<file path="config.mk">
export PLATFORM = sky130hd
export DESIGN_NAME = binary_to_octal_stream
export DESIGN_NICKNAME = d
export VERILOG_FILES = /design/src/rtl/binary_to_octal_stream.sv
export SDC_FILE = /design/constraint.sdc
export NUM_CORES = 1
export LEC_CHECK = 0
export BUFFER_PORTS_ARGS = -buffer_cell sky130_fd_sc_hd__buf_4
export CAP_MARGIN = 20
export CELL_PAD_IN_SITES_DETAIL_PLACEMENT = 0
export CELL_PAD_IN_SITES_GLOBAL_PLACEMENT = 1
export CORE_MARGIN = 3
export CORE_UTILIZATION = 42
export DETAILED_ROUTE_END_ITERATION = 16
export GPL_TIMING_DRIVEN = 0
export PLACE_DENSITY_LB_ADDON = 0.12
export SKIP_LAST_GASP = 1
export SYNTH_ARGS = -nofsm -noshare
export SYNTH_HDL_FRONTEND = slang
export SYNTH_SLANG_ARGS = --single-unit
</file>
<file path="constraint.sdc">
create_clock -name clk -period 2.4 [get_ports clk]
set_input_delay 0.36 -clock clk [delete_from_list [all_inputs] [get_ports clk]]
set_output_delay 0.36 -clock clk [all_outputs]
set_load 0.02 [all_outputs]
</file>
<file path="src/rtl/binary_to_octal_stream.sv">
// Streaming 3-to-8 one-hot decoder: codes enter through a 2-entry FIFO
// and leave as one-hot words on a valid/ready port, with a transfer counter.
module binary_to_octal_stream #(
   parameter int CNT_W = 8
) (
   input  logic             clk,
   input  logic             rst_n,
   input  logic [2:0]       in_code,
   input  logic             in_en,
   input  logic             in_valid,
   output logic             in_ready,
   output logic [7:0]       out,
   output logic             out_valid,
   input  logic             out_ready,
   output logic [CNT_W-1:0] xfer_count
);

   // Each entry is {en, code}; contents are never reset, out is gated by occupancy.
   logic [3:0]       mem_reg [0:1];
   logic             rd_ptr_reg;
   logic             wr_ptr_reg;
   logic [1:0]       occ_reg;
   logic [1:0]       occ_next;
   logic             in_ready_reg;
   logic [CNT_W-1:0] xfer_count_reg;
   logic             push;
   logic             pop;
   logic [3:0]       head;

   assign push = in_valid && in_ready_reg;
   assign pop  = (occ_reg != 2'd0) && out_ready;

   always_comb begin
      occ_next = occ_reg;
      case ({push, pop})
         2'b10:   occ_next = occ_reg + 2'd1;
         2'b01:   occ_next = occ_reg - 2'd1;
         default: occ_next = occ_reg;
      endcase
   end

   always_ff @(posedge clk) begin
      if (push) begin
         mem_reg[wr_ptr_reg] <= {in_en, in_code};
      end
   end

   always_ff @(posedge clk or negedge rst_n) begin
      if (!rst_n) begin
         rd_ptr_reg     <= 1'b0;
         wr_ptr_reg     <= 1'b0;
         occ_reg        <= 2'd0;
         in_ready_reg   <= 1'b1;
         xfer_count_reg <= '0;
      end else begin
         occ_reg <= occ_next;
         // Registered so out_ready never reaches in_ready combinationally.
         in_ready_reg <= (occ_next < 2'd2);
         if (push) begin
            wr_ptr_reg <= ~wr_ptr_reg;
         end
         if (pop) begin
            rd_ptr_reg     <= ~rd_ptr_reg;
            xfer_count_reg <= xfer_count_reg + {{(CNT_W-1){1'b0}}, 1'b1};
         end
      end
   end

   assign head       = mem_reg[rd_ptr_reg];
   assign out_valid  = (occ_reg != 2'd0);
   assign in_ready   = in_ready_reg;
   assign xfer_count = xfer_count_reg;

   for (genvar gi = 0; gi < 8; gi++) begin : g_decode
      assign out[gi] = out_valid && head[3] && (head[2:0] == 3'(gi));
   end

endmodule

</file>
; ---- Word-level counts from Yosys, hierarchy flattened
; Memories as Yosys holds them, arrays and structs flattened.
; Cells that the tools add are included.
[op_classes]
add_sub_neg = 3
magnitude_cmp = 1
n_eq_ne = 9
muxes = 3
bitwise_logic = 2
reduce_logical = 13
[op_table]
columns = operator, n
row1 = "3-bit == test, second input constant", 4
row2 = 1-bit logical AND, 11
row3 = "8-bit by 1-bit adder with 8-bit output, second input constant", 1
row4 = "3-bit by 2-bit == test with 1-bit output, second input constant", 2
row5 = 2-bit case mux with 2 select lines, 1
row6 = "3-bit by 1-bit == test with 1-bit output, second input constant", 1
row7 = 3-bit zero test, 1
row8 = "2-bit by 1-bit adder with 2-bit output, second input constant", 1
row9 = "2-bit by 1-bit == test with 1-bit output, second input constant", 1
row10 = "2-bit == test, second input constant", 1
row11 = "2-bit less-than comparator, second input constant", 1
row12 = 1-bit 2-to-1 mux, 2
row13 = 1-bit inverter, 2
row14 = 2-bit nonzero test, 1
row15 = "2-bit by 1-bit subtractor with 2-bit output, second input constant", 1
[word_totals]
ff_bits = 13
ram_bits = 8
input_bits = 8
out_inout_bits = 18
wordCells = 37
mem_count = 1
[memory_table]
columns = name, depth, width, rd, rd_ports_with_merged_regs, write_ports, line
row1 = mem_reg, 2, 4, 1, 0, 1, 19  ; logic [3:0] mem_reg [0:1];

; ---- Logic depth before layout (Yosys ltp)
; Gate-level depths: netlist of the first run.
[depth]
word_depth = 5
mapped_depth = 8
depth_no_buf = 8

; ---- Least setup slack after synthesis of the first run
; No wires, ideal clock.
[synth_path]
path_kind = register -> output
start = register rd_ptr_reg
end = output port out[4]
arrival_time_ns = 1.309
required_ns = 2.040
path_slack_ns = 0.731
path_stages_with_launch = 5
n_path_buf = 1
cell_sequence = dfrtp_1 buf_6 mux2i_1 or3b_4 nor2_1
[synth_via]
elab_chain_cells = 3
word_cells_on_any_way = 4
cone_classes = 1 x eq/ne / 2 x reduce/logical / 1 x memory
[synth_lines]
columns = item, line
row1 = "start, declared", 20  ; logic rd_ptr_reg;
row2 = "start signal, assigned", 63  ; rd_ptr_reg <= ~rd_ptr_reg;
row3 = memory 2 x 4 bit *, -
row4 = 3-bit == test or 1-bit logical AND (tied branches), 75  ; assign out[gi] = out_valid && head[3] && (head[2:0] == 3'(gi));
row5 = 1-bit logical AND *, 75
row6 = "end, declared", 12  ; output logic [7:0] out,
; Every way passes the cells marked *; elsewhere a longest branch is shown, timed or not.

; ---- Final worst setup path of the first run
[layout_path]
start = register rd_ptr_reg
end = output port out[6]
; Same word-level chain as after synthesis.

==> impl_metrics.yaml, run 1 <==
routing:
  via_per_inst: 4.90
  vias: 667
  drt_wl_total_um: 1660
  drc_errors: 0
  dr.pass1.iters: 4
  avgRoutedWirePerCell_um: 12.2
  postRouteAntennaNets: 0
  dr.first_iter.drc_count: 16
placement:
  portBuffers: 25
  gp_congestion: 0.744
  placed_area_um2: 1170
  place_ws_ps: 705
  hpwlAfterDp_um: 1300
  dp_cells: 131
grt:
  overflow: 0
  grt_pass1_vias: 631
  antenna_found_initial: 0
  grt_use_total_pct: 13.8
  grt_start_max_net_pins: 14
  grt_pass1_wl_um: 2760
worst_hold_path:
  whs_endpoint: "mem_reg[1][2]"
  hold_path_startpoint: "in_code[2]"
  timing.hold.worst_path_depth: 1
  hp-class: "in2reg"
finish:
  nNetsFinal: 120
  post_route_cells_drive_above_1_share_pct: 32.1
  stdcell_count: 136
  final_cell_mix: "buf_4 (25), nor2_1 (14), dfrtp_1 (12), xnor2_1 (10), edfxtp_1 (8)"
  post-route-util_pct: 59.1
  final_common_cell: "buf_4"
  syn2layout_area_growth_pct: 27.3
  antennaDiodeCount: 0
  final_area_um2: 1210
setup_path:
  worstSetupEndpointType: "output pin"
  critPathMaxStageDelay_ps: 410
  reg2reg_depth: 7
  path_max_fanout: 10
  crit_chain: "buf_6, mux2i_1, or3b_4, nor2_1, buf_4"
  worst-setup-path-type: "reg2out"
  rrSetupSlack_ps: 680
  crit_path_start: "rd_ptr_reg"
  cpMaxStageDelayCell: "dfrtp_1"
  cp_data_arrival_time_ps: 1680
  critPathTopFamily: "simple AND/OR/NAND/NOR gates"
  critPathRequiredTime_ps: 2040
  path_buf_inv: 2
  start_kind: "register"
clock_tree:
  clock_latency_ps: 300
  clkTransAtPathRegs_ps: 120
  clockRootBuffer: "clkbuf_4"
  cts_buffers: 3
  htree_levels: 1
  clock_sinks: 21
  cts_setup_buffers: 0
  cts.path.max_buffers: 2
  cts_tree: "yes"
logic_synthesis:
  ys_seq_area_share_pct: 59.8
  ys_types: 24
  synth_cells: 79
  synth.avg_cell_area_um2: 12.0
  syn_nets: 89
  ys_seq_elements: 21
  synthesis.area_um2: 947
  ys_warn_count: 0
floorplanning:
  rows: 16
  coreArea_um2: 2040
  die_w_um: 53.5
  initial_core_util_pct: 46.4
  die_h_um: 53.5
  ios: 26
  dieArea_um2: 2860
sta:
  period_share_pct: 85.0
  setup_ws_ps: 359
  finalSetupTns_ps: 0
  relSlewSlack_pct: 75.7
  finalClockSkew_ps: 5.67
  setup_viol: 0
  rsz0062_at_grt: "no"
  hold_ws_ps: 235
  worst_slew_pin_slew_ps: 363
  max_freq_mhz: 490
  fin_crit_ps: 2040
  drv_slew: 0
  hold_viol_final: 0
power_and_ir_drop:
  pwr-share-clk_pct: 11.2
  pwr-share-comb_pct: 45.9
  seqPwrFrac_pct: 42.8
  p_total_mw: 1.47
  intPower_mw: 0.893
  power.switching_mw: 0.573
  vdd_drop_max_uv: 717
  swShare_pct: 39.1
  powerDensity_nw_per_um2: 1220
  p_leak_nw: 0.545
job:
  drv_cap: 0
outcome:
  outcome: "complete, no violations"
==> power by group through the flow <==
stage	Combinational, mW	Sequential, mW	Clock (mW)
after global placement	0.667	0.634	0
after global routing	0.743	0.651	0.191
after detailed placement	0.677	0.638	0
final	0.674	0.628	0.165
after floorplan	0.387	0.691	0
after CTS	0.682	0.630	0.175
==> metal layers <==
layer	vias to the layer above	wire length [um]	track usage (%)
met5	-	0	0
met4	0	9	6.38
met3	2	112	2.54
met2	21	771	22.4
met1	314	770	17.6
li1	330	-	-
==> repair_timing <==
| item | in CTS | in global routing |
|---|---|---|
| gates resized for setup | 0 | 0 |
| hold buffers | 1 | 0 |
| hold endpoints to repair | 12 | 0 |
==> how the worst max path moves through the flow <==
stage | depth (start not counted) | to | slack [ps]
2_1_floorplan | 4 | out[4] | 730
3_3_place_gp | 7 | register | 700
3_5_place_dp | 5 | out[6] | 710
4_1_cts | 5 | out[6] | 350
5_1_grt | 5 | out[7] | 240
6_report | 5 | out[6] | 360
==> logic make-up after synthesis <==
logic type / synth area share (%)
xor gates and xnor gates: 12.0
adders and majority gates: 2.64
buffers and inverters: 2.77
muxes: 3.43
and+or+nand+nor: 14.1
DFF: 59.8
AOI/OAI and AO/OA: 5.15
==> cells in the mapped netlist, drive strengths merged <==
cell type   n  area share (%)
and3b       1             1.1
inv         4             1.6
a31oi       1            0.66
xor2        3             2.8
buf         1             1.2
o211ai      1            0.79
dfstp       1             2.8
ha          2             2.6
xnor2      10             9.2
nor3        2             1.1
nor2       14             5.5
o32a        1             1.1
and3        2             1.3
mux2        2             2.4
edfxtp      8              25
o2111a      1             1.2
a21oi       1            0.53
or3b        1             1.2
dfrtp      12              32
mux2i       1             1.1
a32oi       1            0.92
nand2       7             2.8
nand3       1            0.53
nand4       1            0.66
==> final cells by class <==
type,count,area (um2)
plain buffers,1,11.3
flip-flops and latches,21,567
clock inverters,1,5.00
clock buffers,3,22.5
inverters,4,15.0
multi-input cells,53,354
repair buffers,26,198
fillers,192,836
well taps,27,33.8
Note: power is estimated with default switching activity, not from simulation.
==> inputs of run 2 (changes only) <==
--- a/config.mk
+++ b/config.mk
@@ -10,7 +10,7 @@
 export CELL_PAD_IN_SITES_DETAIL_PLACEMENT = 0
 export CELL_PAD_IN_SITES_GLOBAL_PLACEMENT = 1
 export CORE_MARGIN = 3
-export CORE_UTILIZATION = 42
+export CORE_UTILIZATION = 35
 export DETAILED_ROUTE_END_ITERATION = 16
 export GPL_TIMING_DRIVEN = 0
 export PLACE_DENSITY_LB_ADDON = 0.12
==> constraint.sdc (replaced) <==
create_clock -name clk -period 1.68 [get_ports clk]
set_input_delay 0.252 -clock clk [delete_from_list [all_inputs] [get_ports clk]]
set_output_delay 0.252 -clock clk [all_outputs]
set_load 0.02 [all_outputs]
==> run 2 against run 1 <==
- the run now ends with negative setup slack left
- first-iteration DRC count fell by 6.3%
- via count rose by 0.75%
- die area rose by 18%
- setup slack got worse by 570 ps
- utilization fell by 8.5 points
- clock skew rose by 3.0 ps
- register-to-register slack got worse by 560 ps
- hold slack got worse by 94 ps
- non-clock buffer count rose by 2
- highest routed layer unchanged
==> impl_metrics.yaml, run 2 (synthesis gave the netlist of run 1 again) <==
floorplanning:
  ios: 26
  die_w_um: 58.0
  die_h_um: 58.0
  initial_core_util_pct: 37.5
  coreArea_um2: 2520
  rows: 18
  dieArea_um2: 3370
grt:
  antenna_found_initial: 0
  grt_use_total_pct: 10.8
  grt_pass1_wl_um: 2740
  grt_start_max_net_pins: 14
  grt_pass1_vias: 607
  overflow: 0
clock_tree:
  cts_tree: "yes"
  htree_levels: 1
  clock_latency_ps: 290
  cts.path.max_buffers: 2
  clkTransAtPathRegs_ps: 110
  clock_sinks: 21
  cts_buffers: 3
  clockRootBuffer: "clkbuf_4"
worst_hold_path:
  hp-class: "in2reg"
  hold_path_startpoint: "in_code[0]"
placement:
  dp_cells: 134
  gp_congestion: 0.721
  portBuffers: 25
  hpwlAfterDp_um: 1280
setup_path:
  path_max_fanout: 4
  cp_data_arrival_time_ps: 1640
  worstSetupEndpointType: "output pin"
  crit_path_start: "rd_ptr_reg"
  critPathRequiredTime_ps: 1430
  start_kind: "register"
  worst-setup-path-type: "reg2out"
power_and_ir_drop:
  power.switching_mw: 0.862
  p_leak_nw: 0.552
  p_total_mw: 2.21
  swShare_pct: 39.0
  pwr-share-clk_pct: 10.5
  pwr-share-comb_pct: 48.0
  seqPwrFrac_pct: 41.5
  vdd_drop_max_uv: 1180
  powerDensity_nw_per_um2: 1730
  intPower_mw: 1.35
sta:
  relSlewSlack_pct: 78.2
  finalClockSkew_ps: 8.70
  setup_ws_ps: -214
  fin_crit_ps: 1890
  rsz0062_at_grt: "yes"
  hold_viol_final: 0
  worst_slew_pin_slew_ps: 326
  setup_viol: 8
  finalSetupTns_ps: -1310
  drv_slew: 0
  max_freq_mhz: 528
  period_share_pct: 113
routing:
  dr.first_iter.drc_count: 15
  avgRoutedWirePerCell_um: 12.3
  drt_wl_total_um: 1740
  via_per_inst: 4.77
  dr.pass1.iters: 4
  postRouteAntennaNets: 0
  vias: 672
  drc_errors: 0
finish:
  antennaDiodeCount: 0
  multi_input_area_um2: 395
  nNetsFinal: 122
  post_route_cells_drive_above_1_share_pct: 43.2
  n_fill_cell: 253
  seq_area_um2: 569
  final_common_cell: "buf_4"
  final_cell_mix: "buf_4 (25), xnor2_1 (10), dfrtp_1 (10), nor2_1 (8), edfxtp_1 (8)"
  stdcell_count: 141
  syn2layout_area_growth_pct: 34.6
outcome:
  violations: "negative setup slack"
  outcome: "complete, but fails checks"
job:
  drv_cap: 0
-- run 2: worst paths after layout --
kind / to / depth (start not counted) / slack (ps)
hold / removal: mem_reg[1][0] / 1 / 140
hold reg to reg: xfer_count[7] / 1 / 480
setup / recovery: out[4] / 5 / -210
setup reg to reg: register / 8 / 120
max in group asynchronous: in_ready / 2 / 1120
min in group asynchronous: xfer_count[5] / 2 / 320
-- run 2: final cells by class --
class / instances / area share [%]
Multi-Input combinational cell: 53 / 31.0
Buffer: 1 / 0.883
Clock buffer: 4 / 2.06
Timing Repair Buffer: 28 / 17.3
Sequential cell: 21 / 44.7
Tap cell: 30 / 2.94
Inverter: 4 / 1.18
-- run 2: what timing repair did --
action	4_1_cts	5_1_grt
hold endpoints to repair	12	0
hold buffers	1	0
gates resized for setup	5	10
gates cloned	0	0
setup buffers	1	1
endpoints found under the setup margin	10	10
pin swaps	1	2
-- run 2: per-stage QoR --
step	hold WS (ps)	setup WS (ps)	util, %	area [um2]
2_1_floorplan	-43.6	58.0	-	947
3_3_place_gp	109	-13.0	46.5	1170
3_5_place_dp	108	-20.5	46.5	1170
4_1_cts	132	-230	49.0	1240
5_1_grt	127	-285	50.5	1270
6_report	142	-214	50.5	1270
-- run 2: per-layer routing --
metal	vias up	global-route usage [%]	wire length [um]
met3	2	2.00	100
met5	-	0	0
met4	0	5.96	15
met2	17	16.0	836
li1	332	-	-
met1	321	15.0	787
-- run 2: critical path: stages, from the launching register on --
cell and delay, ps:
dfrtp_1 410, buf_6 130, mux2i_2 150, or3b_4 420, nor2_2 120, buf_6 130
-- run 2: power by group through the flow --
stage	combinational (mW)	clock, mW	sequential, mW
after floorplan	0.552	0	0.987
after global placement	0.955	0	0.908
after detailed placement	0.957	0	0.915
after CTS	1.01	0.247	0.907
after global routing	1.17	0.261	0.939
final	1.06	0.233	0.916
